$ cat src/rtl/uart_pkg.sv
// rtl/uart_pkg.sv - shared types and constants for the UART receiver
package uart_pkg;

    typedef enum logic [1:0] {
        PAR_NONE = 2'b00,
        PAR_EVEN = 2'b01,
        PAR_ODD  = 2'b10
    } parity_t;

    typedef enum logic [2:0] {
        ST_IDLE,
        ST_START,
        ST_DATA,
        ST_PARITY,
        ST_STOP
    } rx_state_t;

    localparam int DIV_MIN = 4;

    // Mode 2'b11 is an alias for no parity.
    function automatic parity_t decode_parity(input logic [1:0] mode);
        case (mode)
            2'b01:   decode_parity = PAR_EVEN;
            2'b10:   decode_parity = PAR_ODD;
            default: decode_parity = PAR_NONE;
        endcase
    endfunction

endpackage

$ cat src/rtl/uart_rx_fifo_if.sv
// rtl/uart_rx_fifo_if.sv - received-word stream from the UART receiver to its consumer
interface uart_rx_fifo_if #(
    parameter int DATA_BITS  = 8,
    parameter int FIFO_DEPTH = 16
);
    localparam int LEVEL_W = $clog2(FIFO_DEPTH) + 1;

    logic [DATA_BITS-1:0] data;
    logic                 vld;
    logic                 rdy;
    logic                 par_err;
    logic [LEVEL_W-1:0]   level;

    modport master (output data, vld, par_err, level, input rdy);
    modport slave  (input data, vld, par_err, level, output rdy);
endinterface

$ cat src/rtl/sync_fifo_fwft.sv
// rtl/sync_fifo_fwft.sv - first-word-fall-through synchronous FIFO
// Simultaneous push and pop is honoured even when full.
module sync_fifo_fwft #(
    parameter int WIDTH = 9,
    parameter int DEPTH = 16
) (
    input  logic                       clk_i,
    input  logic                       rst_i,
    input  logic                       push_i,
    input  logic [WIDTH-1:0]           wdata_i,
    input  logic                       pop_i,
    output logic [WIDTH-1:0]           rdata_o,
    output logic                       full_o,
    output logic                       empty_o,
    output logic [$clog2(DEPTH):0]     level_o
);
    localparam int AW = $clog2(DEPTH);

    logic [WIDTH-1:0] mem_q [DEPTH];
    logic [AW-1:0]    wr_ptr_q, wr_ptr_d;
    logic [AW-1:0]    rd_ptr_q, rd_ptr_d;
    logic [AW:0]      count_q, count_d;
    logic             do_push, do_pop;

    assign empty_o = (count_q == '0);
    assign full_o  = (count_q == (AW+1)'(DEPTH));
    assign level_o = count_q;
    assign rdata_o = empty_o ? '0 : mem_q[rd_ptr_q];

    always_comb begin
        do_pop   = pop_i & ~empty_o;
        do_push  = push_i & (~full_o | do_pop);
        wr_ptr_d = do_push ? wr_ptr_q + AW'(1) : wr_ptr_q;
        rd_ptr_d = do_pop ? rd_ptr_q + AW'(1) : rd_ptr_q;
        count_d  = count_q + {{AW{1'b0}}, do_push} - {{AW{1'b0}}, do_pop};
    end

    always_ff @(posedge clk_i) begin
        if (rst_i) begin
            wr_ptr_q <= '0;
            rd_ptr_q <= '0;
            count_q  <= '0;
        end else begin
            wr_ptr_q <= wr_ptr_d;
            rd_ptr_q <= rd_ptr_d;
            count_q  <= count_d;
        end
    end

    always_ff @(posedge clk_i) begin
        if (do_push) begin
            mem_q[wr_ptr_q] <= wdata_i;
        end
    end

endmodule

$ cat src/rtl/uart_rx_fifo.sv
// rtl/uart_rx_fifo.sv - UART receiver with runtime parity/stop selection and receive FIFO
// Synchroniser, framing FSM, baud/bit counters, parity and sticky error flags live here.
module uart_rx_fifo
    import uart_pkg::*;
#(
    parameter int DATA_BITS  = 8,
    parameter int FIFO_DEPTH = 16,
    parameter int DIV_WIDTH  = 32
) (
    input  logic                 clk_i,
    input  logic                 rst_i,
    input  logic                 uart_rx_i,
    input  logic [DIV_WIDTH-1:0] uart_rx_baud_div_i,
    input  logic [1:0]           uart_rx_parity_i,
    input  logic                 uart_rx_stop2_i,
    input  logic                 uart_rx_err_clr_i,
    output logic                 uart_rx_frame_err_o,
    output logic                 uart_rx_ovr_err_o,
    uart_rx_fifo_if.master       rx_if
);
    localparam logic [2:0] BIT_LAST = 3'(DATA_BITS - 1);
    localparam logic [DIV_WIDTH-1:0] DIV_ONE = DIV_WIDTH'(1);

    rx_state_t            state_q, state_d;
    logic                 sync1_q, rx_s_q;
    logic                 armed_q, armed_d;
    logic [DIV_WIDTH-1:0] div_q, div_d;
    logic [DIV_WIDTH-1:0] baud_cnt_q, baud_cnt_d;
    logic [2:0]           bit_cnt_q, bit_cnt_d;
    logic [DATA_BITS-1:0] shift_q, shift_d;
    logic                 par_acc_q, par_acc_d;
    logic                 par_err_q, par_err_d;
    parity_t              parity_q, parity_d;
    logic                 stop2_q, stop2_d;
    logic                 stop_bad_q, stop_bad_d;
    logic                 push_q, push_d;
    logic                 frame_err_q, frame_err_d;
    logic                 ovr_err_q, ovr_err_d;
    logic                 frame_set, ovr_set, stop_bad;
    logic [DIV_WIDTH-1:0] div_eff;

    logic [DATA_BITS:0]   fifo_rdata;
    logic                 fifo_full, fifo_empty, fifo_pop;

    assign div_eff = (uart_rx_baud_div_i < DIV_WIDTH'(DIV_MIN)) ? DIV_WIDTH'(DIV_MIN)
                                                                : uart_rx_baud_div_i;
    assign fifo_pop = ~fifo_empty & rx_if.rdy;

    always_comb begin
        state_d    = state_q;
        armed_d    = armed_q | rx_s_q;
        div_d      = div_q;
        baud_cnt_d = baud_cnt_q;
        bit_cnt_d  = bit_cnt_q;
        shift_d    = shift_q;
        par_acc_d  = par_acc_q;
        par_err_d  = par_err_q;
        parity_d   = parity_q;
        stop2_d    = stop2_q;
        stop_bad_d = stop_bad_q;
        push_d     = 1'b0;
        frame_set  = 1'b0;
        stop_bad   = stop_bad_q | ~rx_s_q;

        case (state_q)
            ST_IDLE: begin
                // Frame settings are captured here and held until the frame ends.
                if (armed_q && !rx_s_q) begin
                    div_d      = div_eff;
                    parity_d   = decode_parity(uart_rx_parity_i);
                    stop2_d    = uart_rx_stop2_i;
                    baud_cnt_d = (div_eff >> 1) - DIV_ONE;
                    bit_cnt_d  = '0;
                    par_acc_d  = 1'b0;
                    par_err_d  = 1'b0;
                    stop_bad_d = 1'b0;
                    state_d    = ST_START;
                end
            end
            ST_START: begin
                if (baud_cnt_q != '0) begin
                    baud_cnt_d = baud_cnt_q - DIV_ONE;
                end else if (rx_s_q) begin
                    state_d = ST_IDLE;
                end else begin
                    baud_cnt_d = div_q - DIV_ONE;
                    state_d    = ST_DATA;
                end
            end
            ST_DATA: begin
                if (baud_cnt_q != '0) begin
                    baud_cnt_d = baud_cnt_q - DIV_ONE;
                end else begin
                    shift_d    = {rx_s_q, shift_q[DATA_BITS-1:1]};
                    par_acc_d  = par_acc_q ^ rx_s_q;
                    baud_cnt_d = div_q - DIV_ONE;
                    if (bit_cnt_q == BIT_LAST) begin
                        bit_cnt_d = '0;
                        state_d   = (parity_q == PAR_NONE) ? ST_STOP : ST_PARITY;
                    end else begin
                        bit_cnt_d = bit_cnt_q + 3'd1;
                    end
                end
            end
            ST_PARITY: begin
                if (baud_cnt_q != '0) begin
                    baud_cnt_d = baud_cnt_q - DIV_ONE;
                end else begin
                    par_err_d  = (parity_q == PAR_EVEN) ? (par_acc_q ^ rx_s_q)
                                                        : ~(par_acc_q ^ rx_s_q);
                    baud_cnt_d = div_q - DIV_ONE;
                    state_d    = ST_STOP;
                end
            end
            ST_STOP: begin
                if (baud_cnt_q != '0) begin
                    baud_cnt_d = baud_cnt_q - DIV_ONE;
                end else if (stop2_q && bit_cnt_q == '0) begin
                    stop_bad_d = stop_bad;
                    bit_cnt_d  = 3'd1;
                    baud_cnt_d = div_q - DIV_ONE;
                end else begin
                    state_d   = ST_IDLE;
                    frame_set = stop_bad;
                    push_d    = ~stop_bad;
                end
            end
            default: state_d = ST_IDLE;
        endcase

        ovr_set     = push_q & fifo_full & ~fifo_pop;
        frame_err_d = (frame_err_q & ~uart_rx_err_clr_i) | frame_set;
        ovr_err_d   = (ovr_err_q & ~uart_rx_err_clr_i) | ovr_set;
    end

    always_ff @(posedge clk_i) begin
        if (rst_i) begin
            state_q     <= ST_IDLE;
            sync1_q     <= 1'b0;
            rx_s_q      <= 1'b0;
            armed_q     <= 1'b0;
            div_q       <= DIV_WIDTH'(DIV_MIN);
            baud_cnt_q  <= '0;
            bit_cnt_q   <= '0;
            shift_q     <= '0;
            par_acc_q   <= 1'b0;
            par_err_q   <= 1'b0;
            parity_q    <= PAR_NONE;
            stop2_q     <= 1'b0;
            stop_bad_q  <= 1'b0;
            push_q      <= 1'b0;
            frame_err_q <= 1'b0;
            ovr_err_q   <= 1'b0;
        end else begin
            state_q     <= state_d;
            sync1_q     <= uart_rx_i;
            rx_s_q      <= sync1_q;
            armed_q     <= armed_d;
            div_q       <= div_d;
            baud_cnt_q  <= baud_cnt_d;
            bit_cnt_q   <= bit_cnt_d;
            shift_q     <= shift_d;
            par_acc_q   <= par_acc_d;
            par_err_q   <= par_err_d;
            parity_q    <= parity_d;
            stop2_q     <= stop2_d;
            stop_bad_q  <= stop_bad_d;
            push_q      <= push_d;
            frame_err_q <= frame_err_d;
            ovr_err_q   <= ovr_err_d;
        end
    end

    sync_fifo_fwft #(
        .WIDTH (DATA_BITS + 1),
        .DEPTH (FIFO_DEPTH)
    ) u_fifo (
        .clk_i   (clk_i),
        .rst_i   (rst_i),
        .push_i  (push_q),
        .wdata_i ({par_err_q, shift_q}),
        .pop_i   (rx_if.rdy),
        .rdata_o (fifo_rdata),
        .full_o  (fifo_full),
        .empty_o (fifo_empty),
        .level_o (rx_if.level)
    );

    assign rx_if.data          = fifo_rdata[DATA_BITS-1:0];
    assign rx_if.par_err       = fifo_rdata[DATA_BITS];
    assign rx_if.vld           = ~fifo_empty;
    assign uart_rx_frame_err_o = frame_err_q;
    assign uart_rx_ovr_err_o   = ovr_err_q;

endmodule
$ cat src/flat_wrapper.sv
// flat-port wrapper written by rule: the top's interface ports become plain ports
module uart_rx_fifo_flat import uart_pkg::*;
#(
    parameter int DATA_BITS  = 8,
    parameter int FIFO_DEPTH = 16,
    parameter int DIV_WIDTH  = 32
)
  (clk_i, rst_i, uart_rx_i, uart_rx_baud_div_i, uart_rx_parity_i, uart_rx_stop2_i, uart_rx_err_clr_i, uart_rx_frame_err_o, uart_rx_ovr_err_o, rx_if_data, rx_if_vld, rx_if_par_err, rx_if_level, rx_if_rdy);
  uart_rx_fifo_if #(.DATA_BITS(DATA_BITS), .FIFO_DEPTH(FIFO_DEPTH)) rx_if_i ();
  input  logic clk_i;
  input  logic rst_i;
  input  logic uart_rx_i;
  input  logic [DIV_WIDTH-1:0] uart_rx_baud_div_i;
  input  logic [1:0] uart_rx_parity_i;
  input  logic uart_rx_stop2_i;
  input  logic uart_rx_err_clr_i;
  output logic uart_rx_frame_err_o;
  output logic uart_rx_ovr_err_o;
  output wire logic [$bits(rx_if_i.data)-1:0] rx_if_data;
  output wire logic [$bits(rx_if_i.vld)-1:0] rx_if_vld;
  output wire logic [$bits(rx_if_i.par_err)-1:0] rx_if_par_err;
  output wire logic [$bits(rx_if_i.level)-1:0] rx_if_level;
  input wire logic [$bits(rx_if_i.rdy)-1:0] rx_if_rdy;
  assign rx_if_data = rx_if_i.data;
  assign rx_if_vld = rx_if_i.vld;
  assign rx_if_par_err = rx_if_i.par_err;
  assign rx_if_level = rx_if_i.level;
  assign rx_if_i.rdy = rx_if_rdy;
  uart_rx_fifo #(.DATA_BITS(DATA_BITS), .FIFO_DEPTH(FIFO_DEPTH), .DIV_WIDTH(DIV_WIDTH)) u_core (.clk_i(clk_i), .rst_i(rst_i), .uart_rx_i(uart_rx_i), .uart_rx_baud_div_i(uart_rx_baud_div_i), .uart_rx_parity_i(uart_rx_parity_i), .uart_rx_stop2_i(uart_rx_stop2_i), .uart_rx_err_clr_i(uart_rx_err_clr_i), .uart_rx_frame_err_o(uart_rx_frame_err_o), .uart_rx_ovr_err_o(uart_rx_ovr_err_o), .rx_if(rx_if_i));
endmodule
$ cat config.mk
export PLATFORM = sky130hd
export DESIGN_NAME = uart_rx_fifo_flat
export DESIGN_NICKNAME = d
export VERILOG_FILES = /design/src/rtl/uart_pkg.sv /design/src/rtl/uart_rx_fifo_if.sv /design/src/rtl/sync_fifo_fwft.sv /design/src/rtl/uart_rx_fifo.sv /design/src/flat_wrapper.sv
export SDC_FILE = /design/constraint.sdc
export NUM_CORES = 1
export LEC_CHECK = 0
export CAP_MARGIN = 30
export CORE_MARGIN = 2
export CORE_UTILIZATION = 30
export CTS_BUF_LIST = sky130_fd_sc_hd__clkbuf_8
export DETAILED_ROUTE_END_ITERATION = 6
export DONT_BUFFER_PORTS = 1
export HOLD_SLACK_MARGIN = 0.02
export PLACE_DENSITY = 0.5
export RECOVER_POWER = 50
export REMOVE_ABC_BUFFERS = 1
export SLEW_MARGIN = 20
export SYNTH_ARGS = -nofsm -noshare
export SYNTH_HDL_FRONTEND = slang
export SYNTH_SLANG_ARGS = --single-unit
$ cat constraint.sdc
create_clock -name clk_i -period 6.3 [get_ports clk_i]
set_input_delay 1.26 -clock clk_i [delete_from_list [all_inputs] [get_ports clk_i]]
set_output_delay 1.26 -clock clk_i [all_outputs]
set_load 0.05 [all_outputs]
After elaboration in Yosys (flattened, before gate mapping)

Memory sizes are Yosys's and may differ from the RTL's. A register that Yosys moved wholly into a read port is not among the register bits.
Index checks and enable logic that the tools add are counted.

Bits of input ports: 40
Bits in writable memories: 144
Word-level logic and storage cells: 134
Flip-flop bits (word level): 103
Memories kept: 1

Memories:

| memory              | depth | bits a word | rd ports | clocked after memory_dff | wr ports | line                 | source |
|---|---|---|---|---|---|---|---|
| u_core.u_fifo.mem_q | 16    | 9           | 1        | 1                        | 1        | sync_fifo_fwft.sv:19 | `logic [WIDTH-1:0] mem_q [DEPTH];` |

Order comparisons: 1
Equal/unequal tests: 19
Reductions and logical operators: 23
Add/sub/neg operators: 8
Mux-type cells: 42
Bitwise operators: 21

Operators with widths:

| kind                                                                           | number |
|---|---|
| 32-bit two-way mux                                                             | 7 |
| 32-bit case mux with 4 select lines                                            | 1 |
| 32-bit by 1-bit subtractor with 32-bit output (second input constant)          | 2 |
| 3-bit two-way mux                                                              | 13 |
| 32-bit by 3-bit less-than comparator with 1-bit output (second input constant) | 1 |
| 32-bit nonzero test                                                            | 1 |
| 31-bit by 1-bit subtractor with 32-bit output (second input constant)          | 1 |
| 3-bit case mux with 5 select lines                                             | 1 |
| 1-bit two-way mux                                                              | 11 |
| 2-bit != test (second input constant)                                          | 5 |
| 9-bit two-way mux                                                              | 1 |
| 1-bit NOT                                                                      | 9 |
| 3-bit case mux with 3 select lines                                             | 1 |
| 4-bit by 1-bit adder with 4-bit output (second input constant)                 | 2 |
| 4-bit two-way mux                                                              | 2 |
| 4-bit AND reduction                                                            | 2 |
| 7-bit AND reduction                                                            | 1 |
| 1-bit AND                                                                      | 6 |
| 3-bit by 2-bit equality test with 1-bit output (second input constant)         | 2 |
| 3-bit equality test (second input constant)                                    | 2 |
| 3-bit logical NOT                                                              | 2 |
| 2-bit by 1-bit != test with 1-bit output (second input constant)               | 3 |
| 1-bit case mux with 2 select lines                                             | 3 |
| 3-bit AND reduction                                                            | 2 |
| 24 further kinds                                                               | 33 |

Depth between registers and ports, before layout

Gate-level depths: netlist (run 1).

Word-level depth: 7
Mapped depth: 20

Hierarchy

A second synthesis (run 1) with hierarchy kept.

Cells, all modules: 980
Area, all modules: 11588.6 um2

By module, submodules not included:

| module         | times used | cells each | area an instance (um2) |
|---|---|---|---|
| sync_fifo_fwft | 1          | 337        | 6468.7 |
| uart_rx_fifo   | 1          | 643        | 5119.9 |

Worst setup path after synthesis (run 1)

OpenSTA, ideal clock, no wires.

Path kind: input to register
Start: input port uart_rx_baud_div_i[9]
End: register u_core.baud_cnt_q[20]
Path buffers: 1
Slack: 2044 ps
Setup time: 62 ps
Stages: 17
Arrival: 4194 ps
Required time: 6238 ps
Cell sequence: nor4_1 > nand4_1 > nor4_1 > nand2b_1 > inv_1 > a21o_1 > inv_1 > ha_1 > nand2b_1 > a21oi_1 > a31oi_1 > a21oi_1 > nand2_1 > or2_0 > clkbuf_2 > or4_1 > nand3_1

Cells in the longest elaborated chain, start to end: 5

RTL lines:

| element                                                | line                | source |
|---|---|---|
| start, declared                                        | flat_wrapper.sv:13  | `input logic [DIV_WIDTH-1:0] uart_rx_baud_div_i;` |
| 32-bit by 3-bit less-than comparator with 1-bit output | uart_rx_fifo.sv:45  | `assign div_eff = (uart_rx_baud_div_i < DIV_WIDTH'(DIV_MIN)) ? DIV_WIDTH'(DIV_MIN)` |
| 32-bit two-way mux *                                   | uart_rx_fifo.sv:45  |  |
| 31-bit by 1-bit subtractor with 32-bit output *        | uart_rx_fifo.sv:72  | `baud_cnt_d = (div_eff >> 1) - DIV_ONE;` |
| 32-bit two-way mux *                                   | uart_rx_fifo.sv:68  | `if (armed_q && !rx_s_q) begin` |
| 32-bit case mux with 4 select lines *                  | uart_rx_fifo.sv:65  | `case (state_q)` |
| end signal, assigned                                   | uart_rx_fifo.sv:160 | `baud_cnt_q <= baud_cnt_d;` |
| end, declared                                          | uart_rx_fifo.sv:28  | `logic [DIV_WIDTH-1:0] baud_cnt_q, baud_cnt_d;` |

Mark *: on every way between the ends. The rest lies on a longest branch, timed or not. The select of a mux whose other input is x is not followed.
A chain may end at the register's enable or synchronous reset.

Worst setup path in the final report (run 1)

Ends and elaborated chain as after synthesis.

==> results of run 1 <==
[layout make-up]
type | instances | area share [%]
clock buffers | 51 | 5.43
clock inverters | 30 | 1.08
inverters | 23 | 0.668
multi-input cells | 695 | 36.5
flip-flops and latches | 251 | 50.1
well taps | 511 | 4.95
repair buffers | 22 | 1.27
[cell usage after synthesis (all sizes together), types with 6 or more instances]
library cell	n
or4	9
nand3b	21
nor2b	14
a21o	6
o21ai	27
nand4	8
nor3	35
mux4	45
nor2	121
mux2i	8
edfxtp	144
clkbuf	46
nor4	19
nand3	19
dfxtp	107
a211oi	13
ha	15
xnor2	10
xor2	14
nor3b	8
inv	23
nand2	127
buf	21
or3	12
mux2	9
a21oi	93
nand2b	8
[metrics by stage]
step                      hold slack [ns]  setup WS (ns)  utilization [%]  std cells
after floorplan                     0.414          0.666                -        969
after global placement              0.424           1.44             31.8       1494
after detailed placement            0.428           1.28             32.0       1499
after CTS                           0.441           1.70             34.2       1580
after global routing                0.460           1.44             34.2       1583
final                               0.434           1.80             34.2       1583
[cell families (layout without fill, tap and decap cells)]
group                    count (synthesis)  after routing  share of synthesized area, %
flip-flops                             251            251                          56.2
XOR/XNOR                                24             24                          1.83
buffers and inverters                   90            126                          3.09
multiplexers                            62             62                          10.4
adder cells (fa/ha/maj)                 16             16                          1.80
AND/OR/NAND/NOR                        415            415                          17.3
AO/OA/AOI/OAI                          178            178                          9.43
[sequential cells by signal, summed over array words and instances, names as in the netlist, 2 cells and up, named ones only]
name and flops:
u_core.u_fifo.wr_ptr_q 4, u_core.baud_cnt_q 32, u_core.u_fifo.level_o 5, u_core.u_fifo.mem_q 144
u_core.parity_q 2, u_core.u_fifo.rd_ptr_q 4, u_core.shift_q 8, u_core.bit_cnt_q 3
u_core.div_q 32, u_core.state_q 3
[layer usage]
metal | vias to the layer above | routed length, um | part of all wire, % | track usage, %
li1 | 3812 | - | - | -
met1 | 3917 | 12800 | 45 | 19.2
met2 | 192 | 13800 | 48 | 24.0
met3 | 54 | 1430 | 5.0 | 3.02
met4 | 0 | 619 | 2.2 | 4.58
met5 | - | 0 | 0 | 0
[worst max-delay path: cells and delay by family]
kind            cells  cell delay [ns]
simple gates        9             2.82
buf+inv             3             0.28
compound gates      4             0.47
fa+ha+maj           1             0.17
[power breakdown]
part           internal (uW)  switching, uW
sequential              1840            213
clock                    743            683
combinational            642           1060
total                   3220           1950
[worst min path at each step]
stage | slack (ns) | cells after the start | start | end
2_1_floorplan | 0.41 | 1 | u_core.sync1_q$_SDFF_PP0_ | u_core.rx_s_q$_SDFF_PP0_
3_3_place_gp | 0.42 | 1 | u_core.sync1_q$_SDFF_PP0_ | u_core.rx_s_q$_SDFF_PP0_
3_5_place_dp | 0.43 | 1 | u_core.sync1_q$_SDFF_PP0_ | u_core.rx_s_q$_SDFF_PP0_
4_1_cts | 0.44 | 1 | u_core.sync1_q$_SDFF_PP0_ | u_core.rx_s_q$_SDFF_PP0_
5_1_grt | 0.46 | 1 | u_core.sync1_q$_SDFF_PP0_ | u_core.rx_s_q$_SDFF_PP0_
6_report | 0.43 | 1 | u_core.sync1_q$_SDFF_PP0_ | u_core.rx_s_q$_SDFF_PP0_
==> flow_metrics.tcl, run 1 <==
set metrics [dict create \
    num_io_pins 57 \
    yosys.cell_types.count 65 \
    synthArstFlopShare_pct 0 \
    timing.rr.end "u_core.baud_cnt_q[24]$_SDFFE_PP0P_" \
    cts_buffers 44 \
    die-area_um2 40000 \
    cts_buffer_depth 3 \
    via_count 7975 \
    cp-endpoint "u_core.baud_cnt_q[20]$_SDFFE_PP0P_" \
    postCtsSetupBuffers 0 \
    clk_latency_ns 0.58 \
    fmax_ghz 0.222 \
    port_buffers 0 \
    routed_wl_um 28600 \
    cp_slowest_cell "nor4_1" \
    num-nets-final 1093 \
    rsz0062_at_grt "false" \
    relSlewSlack_pct -4.91 \
    drt_iter0_drc 430 \
    synth_top_area_share_pct 37.6 \
    synth_top_area_cell "edfxtp_1" \
    r2r_setup_slack_ns 1.95 \
    num_antenna_cells 0 \
    cp_max_fo 8 \
    antenna_found_initial 0 \
    first_global_vias 7838 \
    layout_commonest_cell "edfxtp_1" \
    grt_max_degree 129 \
    status "finished with violations" \
    firstDrtPassIters 4 \
    path_class "in2reg" \
    row_count 71 \
    fin_setup_tns_ns 0 \
    leakage_uw 0.00430 \
    track_usage_pct 14.6 \
    post-route-min-period_ns 4.50 \
    clockRootBuffer "clkbuf_8" \
    synth_area_um2 11500 \
    syn2layout_area_growth_pct 12.2 \
    ant_nets 0 \
    worst_setup_path_end_kind "flip-flop" \
    final_cell_mix "edfxtp_1, nand2_1, nor2_1" \
    design_area_um2 12900 \
    finalHoldViolCount 0 \
    grt_pass1_wl_um 45100 \
    period_share_pct 71.5 \
    die_h_um 200 \
    violations "capacitance limit, slew limit" \
    multi_input_area_um2 4720 \
    cts_tree "done" \
    drive_gt1_share_pct 13.4 \
    dpl_cell_area_um2 12100 \
    setup_violations 0 \
    synth_area_leaders "edfxtp_1, dfxtp_1, mux4_2" \
    r2r_cells 18 \
    wl_per_cell_um 18.1 \
    powerDensity_nw_per_um2 401 \
    remaining_drc_errors 0 \
    critPathArrivalTime_ns 5.00 \
    drv_cap 1 \
    path_clk_slew_ns 0.06 \
    hold_class "reg2reg" \
    hold_buffers 0 \
    ys_seq_area_share_pct 56.2 \
    path_cells "nor4_1 > nand4_1 > nor4_1 > nand2b_1 > inv_1 > a21o_1 > inv_1 > ha_1 > nand2b_1 > a21oi_1 > a31oi_1 > a21oi_1 > buf_4 > nand2_1 > or2_0 > or4_1 > nand3_1" \
    grt_overflow 0 \
    cts.htree.levels 2 \
    coreArea_um2 37800 \
    vdd_drop_max_mv 0.168 \
    crit_path_start_kind "input pin" \
    yosys_register_bits 251 \
    dp_hpwl_um 18900 \
    startpoint "uart_rx_baud_div_i[9]" \
    crit_required_ns 6.80 \
    r2r_start "u_core.baud_cnt_q[10]$_SDFFE_PP0P_" \
    yosys_warnings 0 \
    start_util_pct 30.5 \
    cts.sinks 251 \
    synth-edff-count 144 \
    die_w_um 200 \
    finalClockSkew_ns 0.0300 \
    synth_cells 1036 \
    avgSynthCellArea_um2 11.1 \
    place_congestion 0.843 \
    cts_resized 0 \
    regArea_um2 6470 \
    num-fill-cells 3799 \
    vias_per_cell 5.04 \
    max_stage_delay_ns 0.70 \
    worst_slew_pin_slew_ns 1.57 \
    synth_ff_type "edfxtp_1" \
    timing.final.max_slew_violations 29 \
    total_power_uw 5180 \
]
(Power assumes the default switching activity.)
==> run 2: changes to the inputs <==
==> constraint.sdc (replaced) <==
create_clock -name clk_i -period 4.7 [get_ports clk_i]
set_input_delay 0.94 -clock clk_i [delete_from_list [all_inputs] [get_ports clk_i]]
set_output_delay 0.94 -clock clk_i [all_outputs]
set_load 0.05 [all_outputs]
==> run 2 against run 1 <==
The run still ends with capacitance limit, slew limit left. Via count is 0.29% lower. Setup slack worse by 1.1 ns. Wire length hardly changed. Combinational power is 39% higher. Hold slack worse by 0.0025 ns. Core utilization is 0.32 points higher. Sequential share of layout area is 0.47 points lower. Largest cell class unchanged. Non-clock buffer count is 14 higher. Power is 36% higher. Clock-buffer cell count is 2 higher. Critical path depth is 12 lower. Clock power is 35% higher.
==> flow_metrics.tcl, run 2 (synthesized netlist as in run 1, its figures left out) <==
set metrics [dict create \
    status "finished with violations" \
    violations "capacitance limit, slew limit" \
    die-area_um2 40000 \
    num_antenna_cells 0 \
    powerDensity_nw_per_um2 539 \
    vdd_drop_max_mv 0.265 \
    fmax_ghz 0.250 \
    total_power_uw 7030 \
    finalHoldViolCount 0 \
    largest_reg_flops 144 \
    cts_tree "done" \
    die_w_um 200 \
    dpl_cell_area_um2 12200 \
    worst_slew_pin_slew_ns 1.72 \
    top_register "u_core.u_fifo.mem_q" \
    grt_max_degree 129 \
    postCtsSetupBuffers 0 \
    die_h_um 200 \
    antenna_found_initial 0 \
    wl_per_cell_um 17.9 \
    critPathArrivalTime_ns 3.06 \
    vias_per_cell 4.98 \
    timing.final.max_slew_violations 31 \
    num_io_pins 57 \
    cts_resized 0 \
    clk_latency_ns 0.57 \
    final_cell_mix "edfxtp_1, nand2_1, nor2_1" \
    port_buffers 0 \
    drive_gt1_share_pct 14.3 \
    leakage_uw 0.00440 \
    first_global_vias 8117 \
    post-route-min-period_ns 4.00 \
    via_count 7952 \
    worst_setup_path_end_kind "primary output" \
    grt_pass1_wl_um 45600 \
    hold_class "in2reg" \
    dpl_worst_slack_ns 0.577 \
    clockRootBuffer "clkbuf_8" \
    track_usage_pct 14.7 \
    setup_ws_ns 0.697 \
    post-place-cells 1513 \
    syn2layout_area_growth_pct 13.3 \
    path_class "reg2out" \
    coreArea_um2 37800 \
    biggestRegsByFlops "u_core.u_fifo.mem_q x144, u_core.baud_cnt_q x32, u_core.div_q x32" \
    drv_cap 1 \
    cts_buffers 44 \
    start_util_pct 30.5 \
    regArea_um2 6470 \
    crit_required_ns 3.76 \
    crit_path_start_kind "flip-flop" \
    row_count 71 \
    hold_buffers 0 \
    cts.sinks 251 \
    drt_iter0_drc 521 \
    firstDrtPassIters 7 \
    num-fill-cells 3785 \
    utilization_pct 34.5 \
    path_clk_slew_ns 0.06 \
    ant_nets 0 \
    routed_wl_um 28600 \
    grt_overflow 0 \
    finalClockSkew_ns 0.0216 \
    rsz0062_at_grt "false" \
    cts.htree.levels 2 \
    period_share_pct 85.2 \
    remaining_drc_errors 0 \
    setup_violations 0 \
    cp_max_fo 15 \
    place_congestion 0.803 \
    multi_input_area_um2 4720 \
    dp_hpwl_um 19000 \
    num-nets-final 1107 \
    design_area_um2 13000 \
    relSlewSlack_pct -14.8 \
    fin_cells 1598 \
    cts_buffer_depth 3 \
    layout_commonest_cell "edfxtp_1" \
]
-- run 2: cell count changes in the layout (fill, tap and decap cells not counted) --
cell / previous run / this run
buf_4: 17 / 31
inv_1: 39 / 45
clkbuf_8: 51 / 53
clkinv_1: 4 / 2
clkinv_2: 8 / 3
clkbuf_2: 0 / 1
buf_2: 1 / 0
-- run 2: path summary, 6_finish.rpt --
kind              cells after the start  slack, ns                          startpoint                                 end
setup / recovery                      5       0.70                           flip-flop                       rx_if_data[5]
hold / removal                        1       0.43                               rst_i       u_core.div_q[13]$_SDFFE_PP0P_
setup reg to reg                     18       0.81  u_core.baud_cnt_q[22]$_SDFFE_PP0P_  u_core.baud_cnt_q[24]$_SDFFE_PP0P_
hold reg to reg                       1       0.44           u_core.sync1_q$_SDFF_PP0_            u_core.rx_s_q$_SDFF_PP0_
-- run 2: layer usage --
metal	vias to the layer above	global-route usage (%)	share of wire, %
met3	46	3.09	5.2
met1	3882	18.7	44
li1	3855	-	-
met2	169	24.9	48
met5	-	0	0
met4	0	4.91	2.3
-- run 2: final cells by class --
type,instances,area share (%)
clock buffers,53,5.59
repair buffers,36,2.06
clock inverters,29,0.998
well taps,511,4.90
flip-flops and latches,251,49.6
multi-input cells,695,36.2
inverters,23,0.662
-- run 2: per-stage QoR --
stage / TNS (ns) / hold slack (ns)
global placement: 0 / 0.425
CTS: 0 / 0.393
detailed placement: 0 / 0.426
global route: 0 / 0.398
floorplan: -13.19 / 0.414
finish: 0 / 0.432
-- run 2: critical path: stages (launching register included) --
cell,delay [ns]
dfxtp_2,0.68
buf_4,0.39
mux4_2,0.57
mux4_2,0.51
nor2b_1,0.15
buf_4,0.18
-- run 2: power breakdown --
group | leakage [uW] | switching, uW | internal, uW
Sequential | 0.00220 | 277 | 2460
Clock | 0.000525 | 904 | 1030
Combinational | 0.00167 | 1430 | 927
==> run 3: changes to the inputs <==
--- a/config.mk
+++ b/config.mk
@@ -6,6 +6,7 @@
 export NUM_CORES = 1
 export LEC_CHECK = 0
 export CAP_MARGIN = 30
+export CORE_ASPECT_RATIO = 0.8
 export CORE_MARGIN = 2
 export CORE_UTILIZATION = 30
 export CTS_BUF_LIST = sky130_fd_sc_hd__clkbuf_8
==> constraint.sdc (replaced) <==
create_clock -name clk_i -period 4.4 [get_ports clk_i]
set_input_delay 0.88 -clock clk_i [delete_from_list [all_inputs] [get_ports clk_i]]
set_output_delay 0.88 -clock clk_i [all_outputs]
set_load 0.05 [all_outputs]
==> run 3 against run 2 <==
The run now ends clean. Sequential share of layout area up 0.19 points. Design area down 0.38%. Setup slack worse by 0.071 ns. Die area about the same. Combinational power up 12%. Global-route usage down 0.31 points. Wire length up 1.1%. Critical path type is now reg2reg. Critical endpoint is now u_core.baud_cnt_q[8]$_SDFFE_PP0P_.
==> flow_metrics.tcl, run 3 (synthesized netlist as in run 1, its figures left out) <==
set metrics [dict create \
    top_register "u_core.u_fifo.mem_q" \
    die_h_um 179 \
    track_usage_pct 14.4 \
    vdd_drop_max_mv 0.193 \
    cp_top_family "simple AND/OR/NAND/NOR gates" \
    first_global_vias 7757 \
    remaining_drc_errors 0 \
    cts_buffers 42 \
    cts.htree.levels 2 \
    r2r_setup_slack_ns 0.63 \
    path_clk_slew_ns 0.06 \
    routed_wl_um 29000 \
    status "finished, final reports clean" \
    grt_max_degree 129 \
    firstDrtPassIters 5 \
    dp_hpwl_um 19200 \
    place_congestion 0.815 \
    num_antenna_cells 0 \
    post-route-min-period_ns 3.77 \
    grt_overflow 0 \
    finalClockSkew_ns 0.0272 \
    die_w_um 223 \
    worst_slew_pin_slew_ns 1.03 \
    leakage_uw 0.00435 \
    layout_commonest_cell "edfxtp_1" \
    num_io_pins 57 \
    power_frac_comb_pct 35.2 \
    critPathBufInv 2 \
    cts_buffer_depth 3 \
    rsz0062_at_grt "false" \
    crit_required_ns 4.89 \
    powerDensity_nw_per_um2 577 \
    path_class "reg2reg" \
    finalHoldViolCount 0 \
    cp_max_fo 9 \
    port_buffers 0 \
    worst_setup_path_end_kind "flip-flop" \
    max_stage_delay_ns 0.44 \
    clockRootBuffer "clkbuf_8" \
    path_cells "nor4_1 > nand4_1 > nor3_1 > and2_1 > a21oi_1 > nor2_1 > a21o_1 > inv_1 > ha_1 > nand2b_1 > a21oi_1 > a31oi_1 > a21oi_1 > buf_4 > and2_1 > a21boi_0 > o221ai_1 > a311oi_1" \
    crit_path_start_kind "flip-flop" \
    cts_tree "done" \
    cp_slowest_cell "nor4_1" \
    wl_per_cell_um 18.3 \
    p_sw_uw 2830 \
    start_util_pct 30.3 \
    path_common_cell "a21oi_1" \
    num-nets-final 1109 \
    period_share_pct 85.8 \
    drt_iter0_drc 620 \
    seq_power_share_pct 38.3 \
    row_count 64 \
    fin_setup_tns_ns 0 \
    largest_reg_flops 144 \
    via_count 8019 \
    syn2layout_area_growth_pct 12.8 \
    die-area_um2 40000 \
    clockPowerShare_pct 26.5 \
    cts.sinks 251 \
    clk_latency_ns 0.59 \
    fmax_ghz 0.265 \
    biggestRegsByFlops "u_core.u_fifo.mem_q x144, u_core.baud_cnt_q x32, u_core.div_q x32" \
    final_cell_mix "edfxtp_1, nand2_1, nor2_1" \
    relSlewSlack_pct 31.3 \
    cts_resized 0 \
    drv_cap 0 \
    total_power_uw 7500 \
    whs_ns 0.360 \
    antenna_found_initial 0 \
    vias_per_cell 5.08 \
    hold_class "in2reg" \
    hold_buffers 0 \
    switching_share_pct 37.8 \
    postCtsSetupBuffers 0 \
    p_int_uw 4660 \
    drive_gt1_share_pct 14.2 \
    ant_nets 0 \
    critPathArrivalTime_ns 4.27 \
    grt_pass1_wl_um 45100 \
    timing.final.max_slew_violations 0 \
    setup_violations 0 \
    coreArea_um2 38000 \
]
## run 3: cell types whose count changed in the layout (fill, tap and decap cells not counted), moves of 2 or more
cell / delta
clkbuf_1: +2
clkbuf_8: -6
clkinv_1: +5
clkinv_2: +2
inv_1: -8
## run 3: stage by stage
stage                     util (%)  setup WS, ns  std cells  instance area [um^2]
after floorplan                  -         -1.23        969                 11200
after global placement        32.0         0.264       1499                 12200
after detailed placement      32.0         0.125       1500                 12200
after CTS                     34.1         0.562       1576                 13000
after global routing          34.2         0.218       1580                 13000
final                         34.2         0.626       1580                 13000
## run 3: final timing paths
check,cells past startpoint,start,to
setup reg to reg,18,u_core.baud_cnt_q[22]$_SDFFE_PP0P_,u_core.baud_cnt_q[8]$_SDFFE_PP0P_
hold reg to reg,1,u_core.sync1_q$_SDFF_PP0_,u_core.rx_s_q$_SDFF_PP0_
hold / removal,1,rst_i,u_core.div_q[14]$_SDFFE_PP0P_
setup / recovery,18,u_core.baud_cnt_q[22]$_SDFFE_PP0P_,u_core.baud_cnt_q[8]$_SDFFE_PP0P_
## run 3: worst register-to-register path: cells and delay by family (launching register included)
family | cells | cell delay, ns
and+or+nand+nor | 7 | 1.82
adders and majority gates | 1 | 0.20
buffers and inverters | 2 | 0.24
AOI/OAI and AO/OA | 8 | 1.10
DFF | 1 | 0.34
## run 3: power groups by stage
stage	Sequential, uW	Combinational, uW	Clock (uW)
after floorplan	2960	1790	0
after global placement	2920	2640	0
after detailed placement	2920	2650	0
after CTS	2870	2660	2070
after global routing	2900	2900	2160
final	2870	2640	1990
## run 3: area by class of cell
type,instances,area [um^2]
Tap cell,495,619
Fill cell,3760,25000
Inverter,23,86.3
Clock inverter,29,148
Clock buffer,47,647
Timing Repair Buffer,40,304
Sequential cell,251,6470
Multi-Input combinational cell,695,4720
## run 3: layer usage
layer	up-vias	wire [um]	global-route usage (%)
met1	3920	14200	20.7
met5	-	0	0
met4	0	567	4.31
met3	45	1610	3.05
li1	3850	-	-
met2	204	12600	21.7
==> edit: new RTL, settings of run 1 <==
`shift_q` no longer has a reset.
--- a/src/rtl/uart_rx_fifo.sv
+++ b/src/rtl/uart_rx_fifo.sv
@@ -144,3 +144,2 @@
             bit_cnt_q   <= '0;
-            shift_q     <= '0;
             par_acc_q   <= 1'b0;
@@ -161,3 +160,2 @@
             bit_cnt_q   <= bit_cnt_d;
-            shift_q     <= shift_d;
             par_acc_q   <= par_acc_d;
@@ -171,2 +169,6 @@
         end
+    end
+
+    always_ff @(posedge clk_i) begin
+        shift_q <= shift_d;
     end
Check against the original RTL: same outputs for any inputs over 10 cycles, from zero or initial values and one cycle with rst_i high; that may be too few to reach the edited logic, so the function may still have changed.
==> edit against run 1 <==
The flow still finishes with violations (capacitance limit, slew limit). Area after synthesis shrank 2.8%. First-iteration DRC count shrank 11%. Total power shrank 15%. Combinational power shrank 48%. Fmax is essentially flat. Via count shrank 4.9%. Worst setup slack gained 0.0020 ns. Sequential cell count is the same. Clock skew grew 0.00050 ns. Clock power grew 9%. Sequential power shrank 6%. Final cell count shrank 8.1%. Design area shrank 2.0%. Routed wire length shrank 1.1%.
==> edit: results (changes against run 1) <==
metric	value	unit	change
fin_worst_skew	0.03052	ns	+0.0005050 ns
path_delay_family	multiplexers		
ir_drop	152.2	uV	-9.3%
synthMuxAreaShare	0.09544		-0.008656
grt_max_degree	83		-36%
violations	capacitance limit, slew limit		
reg2reg_depth	9		-9
synth_adder_area_share	0.01855		+0.0005140
grt_usage	0.1486		+0.002910
crit_path_max_incr_delay	0.74	ns	+0.04 ns
cts_buffers	46		+4.5%
grt_pass1_wl	44.41	mm	-1.5%
place_area	0.01173	mm^2	-2.8%
ys_types	64		-1.5%
dr.pass1.iters	5		+1
synth_common_cells	152 x edfxtp_1, 99 x dfxtp_1, 86 x nand2_1		
drive_gt1_frac	0.1511		+0.01679
rr_startpoint	u_core.state_q[0]		
critPathSlowestCell	dfxtp_2		
synthTopCellsByArea	edfxtp_1 41%, dfxtp_1 18%, mux4_2 9.1%		
relSlewSlack	-0.1398		-0.09076
cp.arrival	3.24	ns	-1.76 ns
synth_edf_count	152		+5.6%
p_leak	4.121	nW	-4.2%
drv_slew	34		+17%
dpl_worst_slack	1.817	ns	+0.5378 ns
crit_fanout	20		+12
drv_cap	1		unchanged
nets	1007		-7.9%
drt_iter0_drc	381		-11%
clock_latency	0.61	ns	+0.03 ns
fill_cells	3655		-3.8%
status	finished, violations left		
r2r-end	u_core.baud_cnt_q[19]		
-- edit: changes by cell type after synthesis, moves of 10 or more --
cell | before | now
a31oi_1 | 3 | 28
nand3b_1 | 21 | 4
nand3_1 | 18 | 28
nand2_1 | 126 | 86
nor2_1 | 121 | 80
a21oi_1 | 93 | 72
-- edit: worst reg2reg max path, stage by stage, from the launching register on --
cell and delay [ns]:
dfxtp_1 0.42, nor3_1 0.46, or2_1 0.56, buf_4 0.38, mux2i_1 0.29, o21a_1 0.17
nand4_2 0.14, or4b_1 0.68, or4_1 0.54, a31oi_1 0.19
-- edit: worst max path at each step --
stage	from	to	slack, ns
6_report	flip-flop	rx_if_data[6]	1.80
3_3_place_gp	uart_rx_baud_div_i[16]	u_core.baud_cnt_q[22]	1.84
4_1_cts	flip-flop	rx_if_data[7]	1.64
5_1_grt	flip-flop	rx_if_data[7]	1.56
3_5_place_dp	uart_rx_baud_div_i[16]	u_core.baud_cnt_q[30]	1.82
2_1_floorplan	u_core.state_q[2]	u_core.baud_cnt_q[21]	1.60
-- edit: cell families (layout without fill, tap and decap cells) --
group                    count (synthesis)  after routing
AND/OR/NAND/NOR                        317            317
flip-flops                             251            251
AO/OA/AOI/OAI                          203            203
buffers and inverters                   90            131
multiplexers                            50             50
XOR/XNOR                                18             18
adder cells (fa/ha/maj)                 16             16
-- edit: layout make-up --
class                           count  area share
Timing Repair Buffer               25     0.01689
Tap cell                          468     0.04624
Clock buffer                       50     0.05434
Clock inverter                     33     0.01887
Sequential cell                   251      0.5171
Inverter                           23    0.006817
Multi-Input combinational cell    604      0.3398
-- edit: power by group through the flow --
| stage | Sequential (mW) | Clock, mW | Combinational [mW] |
|---|---|---|---|
| global placement | 1.98 | 0 | 0.870 |
| floorplan | 1.96 | 0 | 0.670 |
| global route | 1.95 | 1.69 | 0.962 |
| CTS | 1.94 | 1.62 | 0.896 |
| finish | 1.93 | 1.56 | 0.881 |
| detailed placement | 1.97 | 0 | 0.892 |
-- edit: layer usage --
layer  part of all wire  vias to the layer above  global-route usage
met4              0.028                        0             0.05931
met3              0.061                       54             0.03756
met5                  0                        -                   0
met1               0.45                     3722              0.1927
li1                   -                     3611                   -
met2               0.47                      198              0.2380
-- edit: stage by stage --
step	utilization	std cells	hold WS (ns)
6_report	0.3451	1454	0.4321
5_1_grt	0.3451	1454	0.4461
4_1_cts	0.3450	1453	0.4373
3_5_place_dp	0.3197	1370	0.4268
3_3_place_gp	0.3176	1363	0.4160
2_1_floorplan	-	878	0.4138
